<file path="config.mk">
export PLATFORM = sky130hd
export DESIGN_NAME = mux_demux_route_arb
export DESIGN_NICKNAME = d
export VERILOG_FILES = /design/src/rtl/mux_demux_route_arb_pkg.sv /design/src/rtl/mux_demux_route_arb_rr_pick.sv /design/src/rtl/mux_demux_route_arb.sv
export SDC_FILE = /design/constraint.sdc
export NUM_CORES = 1
export LEC_CHECK = 0
export BUFFER_PORTS_ARGS = -buffer_cell sky130_fd_sc_hd__buf_4
export CAP_MARGIN = 20
export CORE_MARGIN = 2
export CORE_UTILIZATION = 41
export CTS_CLUSTER_SIZE = 25
export DETAILED_ROUTE_END_ITERATION = 10
export PLACE_DENSITY = 0.81
export SYNTH_ARGS = -nofsm -noshare
export SYNTH_HDL_FRONTEND = slang
export SYNTH_HIERARCHICAL = 1
export SYNTH_SLANG_ARGS = --single-unit
</file>
<file path="constraint.sdc">
create_clock -name clk -period 2.9 [get_ports clk]
set_input_delay 0.58 -clock clk [delete_from_list [all_inputs] [get_ports clk]]
set_output_delay 0.58 -clock clk [all_outputs]
set_load 0.005 [all_outputs]
</file>
<file path="src/rtl/mux_demux_route_arb_pkg.sv">
// Shared types and datapath defaults for the routed 1024-channel mux/demux path.
package mux_demux_route_arb_pkg;

  localparam int DEF_SEL_W    = 10;
  localparam int DEF_LEN_W    = 8;
  localparam int DEF_DST_MAX  = 999;
  localparam int DEF_PIPE_LAT = 2;

  typedef enum logic {
    IDLE = 1'b0,
    HOLD = 1'b1
  } state_t;

endpackage

</file>
<file path="src/rtl/mux_demux_route_arb_rr_pick.sv">
// Combinational round-robin picker: first set request at or above ptr, wrapping modulo N.
module rr_pick #(
  parameter int N     = 4,
  parameter int IDX_W = 2
) (
  input  logic [N-1:0]     req,
  input  logic [IDX_W-1:0] ptr,
  output logic [IDX_W-1:0] winner,
  output logic             any_valid
);

  logic [IDX_W-1:0] idx;

  always_comb begin
    winner    = '0;
    any_valid = 1'b0;
    idx       = '0;
    for (int k = 0; k < N; k++) begin
      idx = IDX_W'((int'(ptr) + k) % N);
      if (!any_valid && req[idx]) begin
        any_valid = 1'b1;
        winner    = idx;
      end
    end
  end

endmodule

</file>
<file path="src/rtl/mux_demux_route_arb.sv">
// Round-robin arbiter sharing the registered mux/demux path; drives selects for each
// granted hold window and flags completion once the last output has drained.
//
//   state | meaning
//   IDLE  | no route on the selects; selects keep their last value
//   HOLD  | selects carry owner's route; cnt counts down to the last hold cycle
module mux_demux_route_arb
  import mux_demux_route_arb_pkg::*;
#(
  parameter int NREQ     = 4,
  parameter int SEL_W    = DEF_SEL_W,
  parameter int LEN_W    = DEF_LEN_W,
  parameter int DST_MAX  = DEF_DST_MAX,
  parameter int PIPE_LAT = DEF_PIPE_LAT
) (
  input  logic                      clk,
  input  logic                      rst_n,
  input  logic [NREQ-1:0]           req,
  input  logic [NREQ*SEL_W-1:0]     src_sel,
  input  logic [NREQ*SEL_W-1:0]     dst_sel,
  input  logic [NREQ*LEN_W-1:0]     len,
  output logic [NREQ-1:0]           gnt,
  output logic [NREQ-1:0]           err,
  output logic [NREQ-1:0]           done,
  output logic [SEL_W-1:0]          mux_sel,
  output logic [SEL_W-1:0]          demux_sel,
  output logic                      route_busy,
  output logic [$clog2(NREQ)-1:0]   owner
);

  localparam int OW = $clog2(NREQ);
  localparam logic [SEL_W-1:0] DST_LIM = SEL_W'(DST_MAX);
  localparam int TL = PIPE_LAT - 2;

  state_t            state;
  logic [OW-1:0]     ptr;
  logic [OW-1:0]     ptr_nxt;
  logic [LEN_W-1:0]  cnt;
  logic [NREQ-1:0]   cand;
  logic [OW-1:0]     win;
  logic              win_v;
  logic              win_ok;
  logic              win_bad;
  logic              arb_en;
  logic              last_hold;
  logic [SEL_W-1:0]  win_src;
  logic [SEL_W-1:0]  win_dst;
  logic [LEN_W-1:0]  win_len;
  logic [NREQ-1:0]   win_hot;

  // Masking with last cycle's grant keeps a len=0 owner from winning again immediately.
  assign cand = req & ~gnt;

  rr_pick #(.N(NREQ), .IDX_W(OW)) u_pick (
    .req       (cand),
    .ptr       (ptr),
    .winner    (win),
    .any_valid (win_v)
  );

  assign win_src   = src_sel[int'(win)*SEL_W +: SEL_W];
  assign win_dst   = dst_sel[int'(win)*SEL_W +: SEL_W];
  assign win_len   = len[int'(win)*LEN_W +: LEN_W];
  assign win_hot   = NREQ'(1) << win;
  assign win_ok    = win_v && (win_dst <= DST_LIM);
  assign win_bad   = win_v && (win_dst > DST_LIM);
  assign ptr_nxt   = (int'(win) == NREQ - 1) ? '0 : win + 1'b1;
  assign last_hold = (state == HOLD) && (cnt == '0);
  assign arb_en    = (state == IDLE) || last_hold;

  always_ff @(posedge clk or negedge rst_n) begin
    if (!rst_n) begin
      state      <= IDLE;
      ptr        <= '0;
      cnt        <= '0;
      gnt        <= '0;
      err        <= '0;
      mux_sel    <= '0;
      demux_sel  <= '0;
      route_busy <= 1'b0;
      owner      <= '0;
    end else begin
      gnt <= '0;
      err <= '0;
      if (arb_en) begin
        if (win_v) ptr <= ptr_nxt;
        if (win_bad) err <= win_hot;
        if (win_ok) begin
          gnt        <= win_hot;
          mux_sel    <= win_src;
          demux_sel  <= win_dst;
          cnt        <= win_len;
          owner      <= win;
          route_busy <= 1'b1;
          state      <= HOLD;
        end else begin
          route_busy <= 1'b0;
          state      <= IDLE;
        end
      end else begin
        cnt <= cnt - 1'b1;
      end
    end
  end

  // Completion tags: one stage per datapath register, the last stage feeding done.
  logic [TL:0]   tag_v;
  logic [OW-1:0] tag_o [0:TL];

  always_ff @(posedge clk or negedge rst_n) begin
    if (!rst_n) begin
      tag_v <= '0;
      for (int k = 0; k <= TL; k++) tag_o[k] <= '0;
      done  <= '0;
    end else begin
      tag_v[0] <= last_hold;
      tag_o[0] <= owner;
      for (int k = 1; k <= TL; k++) begin
        tag_v[k] <= tag_v[k-1];
        tag_o[k] <= tag_o[k-1];
      end
      done <= tag_v[TL] ? (NREQ'(1) << tag_o[TL]) : '0;
    end
  end

endmodule

</file>
# Word-level counts from Yosys, hierarchy flattened
# Index checks and enable logic that the tools add are counted.
[word_totals] regBits=48 input_bits=118
[op_classes] addsub=5 multipliers=1 n_lt_le_gt_ge=6 n_eq_ne=2 n_shift=5 mux=25 bitwise_logic=3 n_reduce_logical=13
[ops] op="40-bit by 32-bit indexed part select with 10-bit output" n=1
[ops] op="40-bit by 7-bit indexed part select with 10-bit output" n=1
[ops] op="32-bit by 6-bit indexed part select with 8-bit output" n=1
[ops] op="4-bit two-way mux" n=5
[ops] op="8-bit two-way mux" n=2
[ops] op="2-bit by 3-bit less-than comparator with 1-bit output (second input constant)" n=4
[ops] op="10-bit > comparator (second input constant)" n=1
[ops] op="10-bit less-or-equal comparator (second input constant)" n=1
[ops] op="2-bit two-way mux" n=5
[ops] op="1-bit two-way mux" n=9
[ops] op="1-bit binary-select mux with 2-bit select" n=4
[ops] op="8-bit zero test" n=1
[ops] op="1-bit by 2-bit << shifter with 4-bit output (first input constant)" n=2
[ops] op="8-bit by 1-bit subtractor with 8-bit output (second input constant)" n=1
[ops] op="1-bit logical AND" n=6
[ops] op="2-bit by 3-bit multiplier with 5-bit output (second input constant)" n=1
[ops] op="2-bit by 1-bit adder with 2-bit output (second input constant)" n=2
[ops] op="2-bit adder (second input constant)" n=2
[ops] op="4-bit bitwise AND" n=1
[ops] op="4-bit NOT" n=1
[ops] op="2-bit AND reduction" n=2
[ops] op="1-bit zero test" n=3
[ops] op="2-bit by 1-bit == test with 1-bit output (second input constant)" n=1
[ops] op="2-bit != test (second input constant)" n=1
[ops] op="other kinds (2)" n=2

# Depth between registers and ports, before layout
# Gate-level depths: netlist of run 1.
[depth] word_depth=20 depth_mapped=11

# Modules after synthesis
# The synthesis of run 1 kept the hierarchy.
[modules_own_cells] module="mux_demux_route_arb" n_inst=1 cells_each=201 area_each_um2=2782.7 seq_area_each_um2=1201.2
[modules_own_cells] module="rr_pick" n_inst=1 cells_each=15 area_each_um2=77.6 seq_area_each_um2=0.0

# Least setup slack after synthesis of run 1
# Ideal clock, no wire load.
[synth_path] path_type="input to register" startpoint="input req[1]" endpoint="register cnt[1]" setup_ns=0.125 arrival_ns=3.109 required_time_ns=2.775 slack_ns=-0.334 path_stages=11 n_path_buf=1 path_cell_list="nor2b_1 inv_1 a221o_1 a21oi_1 buf_6 mux4_2 o211ai_1 or2_2 a21oi_2 inv_2 mux2_4"
[synth_via] elab_chain_cells=18
[synth_lines] element="from (decl)" line="mux_demux_route_arb.sv:18" source="input logic [NREQ-1:0] req,"
[synth_lines] element="4-bit bitwise AND *" line="mux_demux_route_arb.sv:52" source="assign cand = req & ~gnt;"
[synth_lines] element="1-bit binary-select mux with 2-bit select" line="mux_demux_route_arb_rr_pick.sv:20" source="if (!any_valid && req[idx]) begin"
[synth_lines] element="1-bit two-way mux (implied by the code)" line="mux_demux_route_arb_rr_pick.sv:20"
[synth_lines] element="1-bit two-way mux" line="mux_demux_route_arb_rr_pick.sv:20"
[synth_lines] element="1-bit zero test" line="mux_demux_route_arb_rr_pick.sv:20"
[synth_lines] element="1-bit logical AND" line="mux_demux_route_arb_rr_pick.sv:20"
[synth_lines] element="1-bit two-way mux" line="mux_demux_route_arb_rr_pick.sv:20"
[synth_lines] element="1-bit zero test" line="mux_demux_route_arb_rr_pick.sv:20"
[synth_lines] element="(+3 left out)"
[synth_lines] element="1-bit logical AND" line="mux_demux_route_arb_rr_pick.sv:20"
[synth_lines] element="2-bit two-way mux *" line="mux_demux_route_arb_rr_pick.sv:20"
[synth_lines] element="named net win[0]" line="mux_demux_route_arb.sv:40" source="logic [OW-1:0] win;"
[synth_lines] element="2-bit by 3-bit multiplier with 5-bit output" line="mux_demux_route_arb.sv:62" source="assign win_dst = dst_sel[int'(win)*SEL_W +: SEL_W];"
[synth_lines] element="40-bit by 7-bit indexed part select with 10-bit output" line="mux_demux_route_arb.sv:62"
[synth_lines] element="10-bit less-or-equal comparator" line="mux_demux_route_arb.sv:65" source="assign win_ok = win_v && (win_dst <= DST_LIM);"
[synth_lines] element="1-bit logical AND" line="mux_demux_route_arb.sv:65"
[synth_lines] element="2-bit != test (no line)"
[synth_lines] element="to (signal assigned)" line="mux_demux_route_arb.sv:92" source="cnt <= win_len;"
[synth_lines] element="to (signal assigned)" line="mux_demux_route_arb.sv:101" source="cnt <= cnt - 1'b1;"
[synth_lines] element="to (decl)" line="mux_demux_route_arb.sv:38" source="logic [LEN_W-1:0] cnt;"
# The timed path passes the listed nets; every way through them passes the cells marked *. The select of a mux whose other input is x is not followed.
# A chain may end at the register's enable or synchronous reset.

# Worst setup path in the final report of run 1
[layout_path] startpoint="register gnt[1]" endpoint="register mux_sel[8]"
[layout_via] elab_chain_cells=19
[layout_lines] element="from (decl)" line="mux_demux_route_arb.sv:22" source="output logic [NREQ-1:0] gnt,"
[layout_lines] element="from (signal assigned)" line="mux_demux_route_arb.sv:89" source="gnt <= win_hot;"
[layout_lines] element="4-bit NOT *" line="mux_demux_route_arb.sv:52"
[layout_lines] element="4-bit bitwise AND *" line="mux_demux_route_arb.sv:52"
[layout_lines] element="named net cand[1]" line="mux_demux_route_arb.sv:39" source="logic [NREQ-1:0] cand;"
[layout_lines] element="1-bit binary-select mux with 2-bit select" line="mux_demux_route_arb_rr_pick.sv:20"
[layout_lines] element="1-bit two-way mux (implied by the code)" line="mux_demux_route_arb_rr_pick.sv:20"
[layout_lines] element="1-bit two-way mux" line="mux_demux_route_arb_rr_pick.sv:20"
[layout_lines] element="1-bit zero test" line="mux_demux_route_arb_rr_pick.sv:20"
[layout_lines] element="1-bit logical AND" line="mux_demux_route_arb_rr_pick.sv:20"
[layout_lines] element="(+5 left out)"
[layout_lines] element="1-bit logical AND" line="mux_demux_route_arb_rr_pick.sv:20"
[layout_lines] element="2-bit two-way mux *" line="mux_demux_route_arb_rr_pick.sv:20"
[layout_lines] element="named net win[0]" line="mux_demux_route_arb.sv:40"
[layout_lines] element="2-bit by 3-bit multiplier with 5-bit output *" line="mux_demux_route_arb.sv:61, mux_demux_route_arb.sv:62"
[layout_lines] element="40-bit by 7-bit indexed part select with 10-bit output" line="mux_demux_route_arb.sv:62"
[layout_lines] element="10-bit less-or-equal comparator" line="mux_demux_route_arb.sv:65"
[layout_lines] element="1-bit logical AND" line="mux_demux_route_arb.sv:65"
[layout_lines] element="2-bit AND reduction (no line)"
[layout_lines] element="to (signal assigned)" line="mux_demux_route_arb.sv:90" source="mux_sel <= win_src;"
[layout_lines] element="to (decl)" line="mux_demux_route_arb.sv:25" source="output logic [SEL_W-1:0] mux_sel,"
# Marks and branches as above.

==> impl_results.md, run 1 <==
- Layout net count: 505
- Reg power frac: 0.399
- Grt total ovfl: 0
- Post-synth ARST share: 1.00
- Quantity of I/O buffers inserted on ports: 152
- Routability cong.: 0.833
- Total design power: 2290 uW
- Flops & latches, synth: 48
- Mean area per synthesized cell: 13.2 um2
- Number of antenna violations at the first check in global routing: 0
- Share of cells above drive strength 1: 0.626
- Global-route wire length before repair: 11800 um
- TritonCTS buffer count: 5
- Setup TNS: 0 ns
- Final count of hold timing violations: 0
- Final worst path period share: 0.979
- Most common cell type on the critical path: buf_12
- Static Leakage: 0.00222 uW
- Sw frac: 0.299
- Initial cell density of the core: 0.423
- Actual slew at the worst max-slew pin: 0.602 ns
- Clock root buffer: clkbuf_8
- Worst Hold Slack: 0.281 ns
- Clock transition time at the flip-flop clock pins of the worst setup and hold paths: 0.09 ns
- Most instantiated library cell after synthesis: dfrtp_1
- Crit end category: register
- Count of pins on the block boundary: 153
- Critical Path Max Stage Delay: 0.51 ns
- Max frequency: 0.352 GHz
- Average wire length per cell after detail routing: 16.2 um
- Multi-input gate area: 1570 um2
- Number of flops mapped to enable cells by yosys: 0
- Sequence of cells on the critical path: nor2b_4, inv_2, a221o_1, a21oi_4, buf_12, mux4_2, o211ai_1, buf_4, o211ai_4, buf_12, mux2_4
- Worst min path class: in2async
- Nets in the synthesized netlist: 340
- Cell count after synthesis: 216
- Gr usage total: 0.200
- RSZ-0062 raised after global routing: true
- Maximum vdd ir drop: 0.289 mV
- Cell row count: 30
- Layout overhead on the synthesized area: 52.1%
- DIE HEIGHT: 87.5 um
- Area of all sequential standard cells: 1200 um2
- Via count: 2462
- DRC: 0
- Routed vias/inst: 5.33
- Detailed Routing Iterations Pass 1: 4
- Worst setup SP type: register
- Status: completed
- Portion of the post-synthesis area used by sequential elements: 0.420
- Clock sink count: 48
- Antenna diodes: 0
- Number of distinct library cell variants in the gate-level netlist after synthesis: 41
- H-Tree Depth: 2
- Post-layout min period: 2.84 ns
- Detailed-route wire length: 7470 um
- Core area: 6760 um2
- Post-route clock skew: 0.0107 ns
- Portion of synthesized cell area occupied by the leading cell type: 0.420
- Slew HR: 0.599
- Post-Route Utilization: 0.644
- Ranking of synthesized cells by instance count: 48 x dfrtp_1, 28 x mux4_2, 19 x mux2_4
- Setup Crit Path Kind: reg2reg
- Share of power burned in combinational logic: 0.390
- Hold-fix buffer count after cts: 0
- Arrival time worst endpoint: 3.02 ns
- Post-Synthesis Cell Area: 2860 um2
- CP required: 3.08 ns
- Worst-Skew Late Latency: 0.30 ns
- P per Cell Area: 525 nW/um2
- Maximum number of pins on one net before global-route repair: 49
- Largest cells by area after synthesis: dfrtp_1 42%, mux4_2 22%, mux2_4 10%
- Final antenna-violating net count: 0
- Synthesis Warnings: 6
- Vias in the first global route: 2574
- Inst Count DP: 453
- Number of max-slew violations in the final report: 0
- Number of DRC markers after the initial detailed-route iteration: 71
- HPWL after detailed placement: 6160 um
- Total net switching power: 683 uW
- Final Setup Violations: 0
- CTS tree: done
- CP max FO: 17
- Fill cell count: 554
- DIE AREA: 7660 um2
- Cell internal pwr: 1600 uW
- Die width: 87.5 um
- Register-to-Register Path Depth: 11
- Maximum clock path buffer count: 2
- Most frequently used flop master after synthesis: dfrtp_1
- Finished Layout Cells: 462
- Max-Cap Viols: 0
- Crit-path slowest cell: mux4_2
- Clk network pwr share: 0.212
- Largest area contributor in the synthesized netlist: dfrtp_1
-- power by group through the flow --
stage,logic [uW],clock network (uW),registers (uW)
after global routing,973,528,932
after floorplan,549,0,889
final,891,484,911
after CTS,901,497,912
after detailed placement,903,0,921
after global placement,873,0,920
-- critical path: cells and delay by family (launching register included) --
| family | cells | cell delay, ns |
|---|---|---|
| AOI/OAI and AO/OA | 4 | 0.82 |
| buffers and inverters | 4 | 0.55 |
| DFF | 1 | 0.42 |
| muxes | 2 | 0.81 |
| and+or+nand+nor | 1 | 0.13 |
-- sequential cells by signal, indices dropped and copies added, names as in the netlist, 2 cells and up --
register / cells
gnt: 4
tag_o: 2
owner: 2
ptr: 2
cnt: 8
mux_sel: 10
demux_sel: 10
err: 4
done: 4
-- per-layer routing --
metal  share of wire  global-route usage  vias up
met5               0                   0        -
met4           0.017              0.0615        0
met3           0.070              0.0521       13
met2            0.52               0.339      102
met1            0.39               0.253     1206
li1                -                   -     1141
-- logic make-up after synthesis --
| kind of cell | synth area share |
|---|---|
| buffers and inverters | 0.0424 |
| muxes | 0.324 |
| adders and majority gates | 0.0262 |
| AOI/OAI and AO/OA | 0.0897 |
| DFF | 0.420 |
| and+or+nand+nor | 0.0976 |
-- repair_timing --
item / 4_1_cts / 5_1_grt
hold endpoints to repair: 0 / 0
setup endpoints to repair: 0 / 19
setup buffers: 0 / 1
gates resized for setup: 0 / 1
-- worst paths after layout --
check / startpoint / endpoint / slack, ns
max: gnt[1]$_DFF_PN0_ / mux_sel[8]$_DFFE_PN0P_ / 0.06
min: rst_n / done[1]$_DFF_PN0_ / 0.28
max reg2reg: gnt[1]$_DFF_PN0_ / mux_sel[8]$_DFFE_PN0P_ / 0.06
min reg2reg: owner[0]$_DFFE_PN0P_ / tag_o[0]$_DFF_PN0_ / 0.41
max in group asynchronous: rst_n / mux_sel[8]$_DFFE_PN0P_ / 2.20
min in group clk: owner[0]$_DFFE_PN0P_ / tag_o[0]$_DFF_PN0_ / 0.41
-- layout make-up --
type                            count  area share
Timing Repair Buffer              171       0.304
Clock buffer                        5      0.0158
Multi-Input combinational cell    143       0.361
Tap cell                           80      0.0230
Clock inverter                      3     0.00978
Sequential cell                    48       0.276
Inverter                           12      0.0104
-- cells in the final DEF, fill, tap and decap left out, types with 2 or more instances in the layout --
cell and count:
inv_2 3, a21oi_4 2, o211ai_1 2, nor2_1 15
nand4_1 2, dfrtp_1 48, buf_4 168, inv_1 9
ha_1 6, clkbuf_8 5, nand2_1 15, o21ai_0 9
o31ai_1 2, and3_1 6, nand3_1 7, nor2b_1 2
a21oi_1 5, mux4_2 28, mux2_4 19, buf_12 3
-- stage by stage --
step | setup WS [ns] | area (um2)
2_1_floorplan | -0.0233 | 2880
3_3_place_gp | -0.217 | 4230
3_5_place_dp | -0.243 | 4230
4_1_cts | 0.0467 | 4340
5_1_grt | -0.0287 | 4350
6_report | 0.0607 | 4350
Note: power is estimated with default switching activity, not from simulation.
==> run 2, diff against run 1 <==
==> constraint.sdc (replaced) <==
create_clock -name clk -period 2.6 [get_ports clk]
set_input_delay 0.52 -clock clk [delete_from_list [all_inputs] [get_ports clk]]
set_output_delay 0.52 -clock clk [all_outputs]
set_load 0.005 [all_outputs]
==> impl_results.md, run 2 (synthesis gave the netlist of run 1 again) <==
- PnR worst setup slack: -0.367 ns (was 0.0607 ns)
- M1 WL: 3270 um (was 2900 um)
- Layout overhead on the synthesized area: 60.1% (was 52.1%)
- RSZ-0062 raised after global routing: true (unchanged)
- Post-route clock skew: 0.00462 ns (was 0.0107 ns)
- Average wire length per cell after detail routing: 16.7 um (was 16.2 um)
- Violated checks: negative setup slack
- CP max FO: 11 (was 17)
- Antenna diodes: 0 (unchanged)
- Arrival time worst endpoint: 3.15 ns (was 3.02 ns)
- Post-Route Utilization: 0.678 (was 0.644)
- DRC: 0 (unchanged)
- Post-layout min period: 2.97 ns (was 2.84 ns)
- Number of DRC markers after the initial detailed-route iteration: 64 (was 71)
- Clock root buffer: clkbuf_8 (unchanged)
- Slew HR: 0.610 (was 0.599)
- Fill cell count: 492 (was 554)
- Actual slew at the worst max-slew pin: 0.584 ns (was 0.602 ns)
- TritonCTS buffer count: 5 (unchanged)
- Largest registers ranked by flip-flop count: demux_sel: 10 flops, mux_sel: 10 flops, cnt: 8 flops (unchanged)
- Hold-fix buffer count after cts: 0 (unchanged)
- Setup Crit Path Kind: reg2reg (unchanged)
- DIE HEIGHT: 87.5 um (unchanged)
- Max-Cap Viols: 0 (unchanged)
- Setup TNS: -10.57 ns (was 0 ns)
- Finished Layout Cells: 484 (was 462)
- Top layer in use: met4 (unchanged)
- Share of cells above drive strength 1: 0.671 (was 0.626)
- Worst slack at placement: -0.576 ns (was -0.243 ns)
- Routed vias/inst: 5.25 (was 5.33)
- Wire length on met2: 4320 um (was 3910 um)
- CTS tree: done (unchanged)
- Global-route wire length before repair: 12300 um (was 11800 um)
- Crit end category: register (unchanged)
- Final count of hold timing violations: 0 (unchanged)
- Vias in the first global route: 2600 (was 2574)
- Inst Count DP: 461 (was 453)
- CP required: 2.78 ns (was 3.08 ns)
- Met3 wire len: 401 um (was 523 um)
- Worst min path class: in2async (unchanged)
- Most frequent cells in the layout: 182 x buf_4, 48 x dfrtp_1, 28 x mux4_2 (was 168 x buf_4, 48 x dfrtp_1, 28 x mux4_2)
- Leading cell type in the layout, fill and taps excluded: buf_4 (unchanged)
- Status: complete, but fails checks (was completed)
- DIE AREA: 7660 um2 (unchanged)
- Maximum clock path buffer count: 2 (unchanged)
- Via count: 2543 (was 2462)
- Number of antenna violations at the first check in global routing: 0 (unchanged)
- Maximum number of pins on one net before global-route repair: 49 (unchanged)
- Quantity of I/O buffers inserted on ports: 152 (unchanged)
- Detailed-route wire length: 8100 um (was 7470 um)
- Cell row count: 30 (unchanged)
- Final Setup Violations: 38 (was 0)
- Max frequency: 0.337 GHz (was 0.352 GHz)
- Clock transition time at the flip-flop clock pins of the worst setup and hold paths: 0.09 ns (about the same)
- H-Tree Depth: 2 (unchanged)
- Core area: 6760 um2 (unchanged)
- P per Cell Area: 566 nW/um2 (was 525 nW/um2)
- Worst-Skew Late Latency: 0.30 ns (about the same)
- HPWL after detailed placement: 6340 um (was 6160 um)
- Final worst path period share: 1.14 (was 0.979)
- Count of pins on the block boundary: 153 (unchanged)
- Grt total ovfl: 0 (unchanged)
- Number of max-slew violations in the final report: 0 (unchanged)
- Routability cong.: 0.812 (was 0.833)
- Clock sink count: 48 (unchanged)
- Static Leakage: 0.00235 uW (was 0.00222 uW)
- Final antenna-violating net count: 0 (unchanged)
- Gr usage total: 0.211 (was 0.200)
- Die width: 87.5 um (unchanged)
- Worst setup SP type: register (unchanged)
- Layout net count: 527 (was 505)
- Detailed Routing Iterations Pass 1: 4 (unchanged)
- Maximum vdd ir drop: 0.284 mV (was 0.289 mV)
- Initial cell density of the core: 0.423 (unchanged)
## run 2: cell types whose count changed in the layout (fill, tap and decap cells not counted), sizes merged
| cell | delta |
|---|---|
| clkinvlp | -1 |
| clkinv | +1 |
| buf | +22 |
| bufinv | -1 |
| clkbuf | +1 |
## run 2: routing by layer
layer | GRT usage | up-vias
met2 | 0.370 | 107
met1 | 0.272 | 1233
li1 | - | 1192
met4 | 0.0587 | 0
met5 | 0 | -
met3 | 0.0332 | 11
## run 2: path summary, 6_finish.rpt
check | from | endpoint | slack (ns) | cells after the start
min reg2reg | owner[0]$_DFFE_PN0P_ | tag_o[0]$_DFF_PN0_ | 0.42 | 0
max reg2reg | gnt[1]$_DFF_PN0_ | demux_sel[0]$_DFFE_PN0P_ | -0.37 | 11
max in group asynchronous | rst_n | mux_sel[7]$_DFFE_PN0P_ | 1.98 | 1
max | gnt[1]$_DFF_PN0_ | demux_sel[0]$_DFFE_PN0P_ | -0.37 | 11
min | rst_n | err[0]$_DFF_PN0_ | 0.22 | 1
min in group clk | owner[0]$_DFFE_PN0P_ | tag_o[0]$_DFF_PN0_ | 0.42 | 0
## run 2: stage by stage
step | hold slack (ns) | power, uW | instance area [um2]
2_1_floorplan | 0.224 | 1610 | 2900
3_3_place_gp | 0.405 | 2030 | 4280
3_5_place_dp | 0.403 | 2060 | 4280
4_1_cts | 0.241 | 2560 | 4510
5_1_grt | 0.265 | 2740 | 4580
6_report | 0.222 | 2590 | 4580
## run 2: final cells by class
type	instances	area, um2	area share
Tap cell	80	100	0.0219
Clock buffer	6	82.6	0.0180
Sequential cell	48	1200	0.262
Clock inverter	2	10.0	0.00219
Inverter	12	45.0	0.00984
Timing Repair Buffer	193	1510	0.330
Multi-Input combinational cell	143	1630	0.356
## run 2: worst max-delay path: stages (launching register included)
cell,delay (ns)
dfrtp_1,0.42
nor2b_4,0.13
inv_2,0.04
a221o_1,0.35
a21oi_4,0.23
buf_6,0.13
mux4_2,0.52
o211ai_1,0.21
buf_4,0.16
o211ai_4,0.15
buf_12,0.21
mux2_4,0.30
## run 2: what timing repair did
item | in CTS | in global routing
buffers inserted | 9 | 6
pin swaps | 7 | 0
setup endpoints to repair | 38 | 39
resized for setup | 18 | 6
cloned | 1 | 0
## run 2: report_power, final
part | total, uW | switching [uW] | internal, uW
Clock | 457 | 244 | 213
Sequential | 1020 | 140 | 884
Combinational | 1110 | 427 | 683
Total | 2590 | 810 | 1780
